`config.mk`:
```
export PLATFORM = sky130hd
export DESIGN_NAME = instruction_encoder
export DESIGN_NICKNAME = d
export VERILOG_FILES = /design/src/rtl/instruction_encoder.sv
export SDC_FILE = /design/constraint.sdc
export NUM_CORES = 1
export LEC_CHECK = 0
export CAP_MARGIN = 0
export CELL_PAD_IN_SITES_DETAIL_PLACEMENT = 0
export CELL_PAD_IN_SITES_GLOBAL_PLACEMENT = 1
export CORE_UTILIZATION = 39
export DETAILED_ROUTE_END_ITERATION = 8
export PLACE_DENSITY_LB_ADDON = 0.1
export REMOVE_ABC_BUFFERS = 1
export SKIP_LAST_GASP = 1
export SYNTH_ARGS = -nofsm -noshare
export SYNTH_HDL_FRONTEND = slang
export SYNTH_SLANG_ARGS = --single-unit
```
`constraint.sdc`:
```
create_clock -name clk -period 2.65 [get_ports clk]
set_input_delay 0.265 -clock clk [delete_from_list [all_inputs] [get_ports clk]]
set_output_delay 0.265 -clock clk [all_outputs]
set_load 0.02 [all_outputs]
```
`src/rtl/instruction_encoder.sv`:
```
// instruction_encoder: packs RV32I instruction fields into a 32-bit word behind a single valid/ready output register.
// Out-of-range immediates and unknown classes yield a zero word flagged illegal.
module instruction_encoder (
    input  logic        clk,
    input  logic        rst,
    input  logic        in_valid,
    output logic        in_ready,
    input  logic [3:0]  op_class,
    input  logic [4:0]  rd,
    input  logic [4:0]  rs1,
    input  logic [4:0]  rs2,
    input  logic [2:0]  funct3,
    input  logic [6:0]  funct7,
    input  logic [31:0] imm,
    output logic        out_valid,
    input  logic        out_ready,
    output logic [31:0] out_instruction,
    output logic        out_illegal,
    output logic [15:0] encoded_count,
    output logic [15:0] illegal_count
);
    logic        valid_q, valid_d, illegal_q, illegal_d;
    logic [31:0] instr_q, instr_d, word, enc_word;
    logic [15:0] enc_cnt_q, enc_cnt_d, ill_cnt_q, ill_cnt_d;
    logic        legal, fit12, fit13, fit21, is_shift, accept, drain;
    assign fit12    = (imm[31:11] == '0) || (imm[31:11] == '1);
    assign fit13    = ((imm[31:12] == '0) || (imm[31:12] == '1)) && !imm[0];
    assign fit21    = ((imm[31:20] == '0) || (imm[31:20] == '1)) && !imm[0];
    // only SLLI/SRLI/SRAI carry funct7 alongside a 5-bit shamt
    assign is_shift = funct3[1:0] == 2'b01;
    always_comb begin
        word  = '0;
        legal = 1'b0;
        case (op_class)
            4'd0: begin
                word  = {funct7, rs2, rs1, funct3, rd, 7'b0110011};
                legal = 1'b1;
            end
            4'd1: begin
                word  = is_shift ? {funct7, imm[4:0], rs1, funct3, rd, 7'b0010011}
                                 : {imm[11:0], rs1, funct3, rd, 7'b0010011};
                legal = is_shift ? (imm[31:5] == '0) : fit12;
            end
            4'd2: begin
                word  = {imm[11:0], rs1, funct3, rd, 7'b0000011};
                legal = fit12;
            end
            4'd3: begin
                word  = {imm[11:5], rs2, rs1, funct3, imm[4:0], 7'b0100011};
                legal = fit12;
            end
            4'd4: begin
                word  = {imm[12], imm[10:5], rs2, rs1, funct3, imm[4:1], imm[11], 7'b1100011};
                legal = fit13;
            end
            4'd5: begin
                word  = {imm[20], imm[10:1], imm[11], imm[19:12], rd, 7'b1101111};
                legal = fit21;
            end
            4'd6: begin
                word  = {imm[11:0], rs1, funct3, rd, 7'b1100111};
                legal = fit12;
            end
            4'd7: begin
                word  = {imm[31:12], rd, 7'b0110111};
                legal = imm[11:0] == '0;
            end
            4'd8: begin
                word  = {imm[31:12], rd, 7'b0010111};
                legal = imm[11:0] == '0;
            end
            4'd9: begin
                word  = {imm[11:0], rs1, funct3, rd, 7'b1110011};
                legal = fit12;
            end
            default: ;
        endcase
        enc_word = legal ? word : '0;
    end
    assign in_ready  = rst && (!valid_q || out_ready);
    assign accept    = in_valid && in_ready;
    assign drain     = valid_q && out_ready;
    assign valid_d   = accept || (valid_q && !out_ready);
    assign instr_d   = accept ? enc_word : instr_q;
    assign illegal_d = accept ? !legal : illegal_q;
    assign enc_cnt_d = (drain && !illegal_q && enc_cnt_q != 16'hFFFF) ? enc_cnt_q + 16'd1 : enc_cnt_q;
    assign ill_cnt_d = (drain && illegal_q && ill_cnt_q != 16'hFFFF) ? ill_cnt_q + 16'd1 : ill_cnt_q;
    always_ff @(posedge clk or negedge rst) begin
        if (!rst) begin
            valid_q   <= 1'b0;
            instr_q   <= '0;
            illegal_q <= 1'b0;
            enc_cnt_q <= '0;
            ill_cnt_q <= '0;
        end else begin
            valid_q   <= valid_d;
            instr_q   <= instr_d;
            illegal_q <= illegal_d;
            enc_cnt_q <= enc_cnt_d;
            ill_cnt_q <= ill_cnt_d;
        end
    end
    assign out_valid       = valid_q;
    assign out_instruction = instr_q;
    assign out_illegal     = illegal_q;
    assign encoded_count   = enc_cnt_q;
    assign illegal_count   = ill_cnt_q;
endmodule

```
==> flow_summary.ini, run 1 <==
[outcome]
status = complete, but fails checks
violations = DRC

[clocking]
clk_latency_ns = 0.34
cts-hold-fix-buffers = 1
clkTransAtPathRegs_ns = 0.06
cts_root_buf = clkbuf_16
clockBufferDepth = 2
clock-sinks = 65
cts_tree = yes
h-tree-depth = 3
numCtsBuffers = 9
postCtsSetupRepairBufs = 0
cts-resized-gates = 0

[pwr]
leakagePower_nw = 2.52
clkPwrFrac_pct = 39.7
power_mw = 3.34
ir_drop_mv = 0.254
combPwrFrac_pct = 25.3
p_int_mw = 2.31
power.density_nw_per_um2 = 516
power.switching_mw = 1.03
p_seq_share_pct = 35.0
sw_frac_of_total_pct = 30.8

[critical_path]
slowest_stage = clkdlybuf4s50_1
crit_chain = clkdlybuf4s50_1 -> nor4b_4 -> nor4bb_2 -> and3_4 -> a211oi_4 -> buf_12 -> a21oi_1
setup.worst_path.class = input port to flip-flop
reg2reg_depth = 5
start_kind = input port
arrival_ns = 2.48
max_stage_delay_ns = 0.62
worstPathRequired_ns = 2.85
crit_path_end_kind = flip-flop
worstPathMaxFanout = 23

[finish]
fill_cells = 1037
seq_area_sq_um = 1630
multi_input_area_sq_um = 2740
syn_to_final_growth_pct = 39.9
fin_util_pct = 56.3
nNetsFinal = 719
n_antenna_cell = 0
drive_gt1_share_pct = 13.9

[logic_synthesis]
synth_cell_type_count = 72
synthTopCellsByCount = dfrtp_1 (65), nand2_1 (59), a21oi_1 (45), xnor2_1 (21), o211ai_1 (20)
synth_most_common_cell = dfrtp_1
ys.flop_type = dfrtp_1
synth_top_area_share_pct = 35.1
syn-cell-area_sq_um = 4640
synth_edf_count = 0
yosysTopAreaCell = dfrtp_1
ys_seq_elements = 65
ys_seq_area_share_pct = 35.1
ys_top_cells_by_area = dfrtp_1 (35%), a21oi_1 (4.9%), nand2_1 (4.8%), xnor2_1 (4.0%), o211ai_1 (3.2%)
ys_warn_count = 0
synthesis.instances = 515
syn_avg_cell_area_sq_um = 9.00
ys_async_sr_fraction_pct = 100

[placement]
port_buffers = 131
gp_routability_congestion = 0.868
hpwl_um = 10700

[drt]
drc_errors = 14
wl_per_cell_um = 18.5
routed_wl_um = 14800
vias = 4736
vias_per_cell = 5.92
drtIter0Drc = 398
first_pass_iters = 7
antenna_left = 0

[global_routing]
grt_start_max_net_pins = 46
grt_pass1_vias = 4588
overflow = 0
grt.total_usage_pct = 24.1
antenna_found_initial = 0
grt_pass1_wl_um = 23600

[timing]
clock.fmax_mhz = 438
grt_setup_unrepaired = no
finalSetupViolations = 0
finClkSkew_ns = 0.00691
fin_crit_sh_pct = 86.1
fin_tns_setup_ns = 0
fin_crit_ns = 2.28
hold_violations = 0
worst_pin_slew_ns = 0.626
slew_headroom_pct = 58.3
report.final.slew_viol_count = 0

[die]
floorplan.die.height_um = 111
coreArea_sq_um = 11500
pin_count = 132
start_util_pct = 40.3
die_area_sq_um = 12300
die_x_um = 111
num_rows = 39

[worst_hold_path]
min_path_type = input port to async pin

[flow_run]
drv_cap = 0
critical path, delay by kind of cell:
kind                   cells  cell delay [ns]
buffers and inverters      2             0.89
and+or+nand+nor            3             0.68
AOI/OAI and AO/OA          2             0.63
sequential cells by signal, indices dropped and copies added (netlist names):
name,cells
encoded_count,16
out_illegal,1
out_instruction,31
illegal_count,16
out_valid,1
routing by layer:
layer	track usage [%]	vias up	part of all wire [%]
met5	0	-	0
met4	9.28	0	1.7
met3	4.16	26	6.6
met2	39.7	191	47
met1	31.6	2288	44
li1	-	2231	-
power groups by stage:
stage	Combinational [mW]	Sequential, mW	Clock (mW)
after floorplan	0.280	1.27	0
after global placement	0.831	1.19	0
after detailed placement	0.842	1.19	0
after CTS	0.848	1.17	1.34
after global routing	0.908	1.18	1.39
final	0.847	1.17	1.33
cell usage in the layout (no fill, tap or decap), types with 10 or more instances in the layout:
master	instances
nand2_1	59
o211ai_1	20
clkdlybuf4s50_1	129
dfrtp_1	65
o21ai_0	19
nand3b_1	10
a22oi_1	15
a21oi_1	45
nor2_1	18
buf_4	31
nand3_1	18
xnor2_1	21
nand4_1	19
worst paths after layout:
kind / from / to / slack, ns
setup / recovery: op_class[3] / out_instruction[2]$_DFFE_PN0P_ / 0.37
hold / removal: rst / out_instruction[2]$_DFFE_PN0P_ / 0.31
setup reg to reg: encoded_count[0]$_DFFE_PN0P_ / encoded_count[1]$_DFFE_PN0P_ / 0.74
hold reg to reg: illegal_count[13]$_DFFE_PN0P_ / illegal_count[13]$_DFFE_PN0P_ / 0.49
max in group asynchronous: rst / illegal_count[2]$_DFFE_PN0P_ / 1.46
min in group clk: illegal_count[13]$_DFFE_PN0P_ / illegal_count[13]$_DFFE_PN0P_ / 0.49
cell families (layout without fill, tap and decap cells):
family | after synthesis | after routing | synth area share [%]
buf+inv | 46 | 188 | 5.77
mux | 8 | 8 | 1.78
simple gates | 184 | 184 | 22.2
compound gates | 181 | 181 | 29.2
xor+xnor | 29 | 29 | 5.48
flops | 65 | 65 | 35.1
fa+ha+maj | 2 | 2 | 0.540
cell type report:
cell class / instances / area share [%]
multi-input cells: 404 / 42.3
well taps: 143 / 2.76
clock buffers: 9 / 3.47
repair buffers: 165 / 24.4
inverters: 7 / 0.405
clock inverters: 7 / 1.58
flip-flops and latches: 65 / 25.1
metrics by stage:
| step | setup WS (ns) | instance area (sq um) | cells | hold WS (ns) |
|---|---|---|---|---|
| floorplan | 0.0604 | 4400 | 476 | -0.0306 |
| finish | 0.368 | 6490 | 800 | 0.310 |
| global placement | 0.136 | 6150 | 783 | 0.129 |
| CTS | 0.384 | 6490 | 800 | 0.316 |
| detailed placement | 0.0229 | 6150 | 783 | 0.134 |
| global route | 0.274 | 6490 | 800 | 0.323 |
Note: power is estimated with default switching activity, not from simulation.
==> inputs of run 2 (changes only) <==
--- a/config.mk
+++ b/config.mk
@@ -13,6 +13,7 @@
 export PLACE_DENSITY_LB_ADDON = 0.1
 export REMOVE_ABC_BUFFERS = 1
 export SKIP_LAST_GASP = 1
+export SLEW_MARGIN = 20
 export SYNTH_ARGS = -nofsm -noshare
 export SYNTH_HDL_FRONTEND = slang
 export SYNTH_SLANG_ARGS = --single-unit
==> results of run 2 <==
Final layout, timing and power as in run 1 (identical DEF).
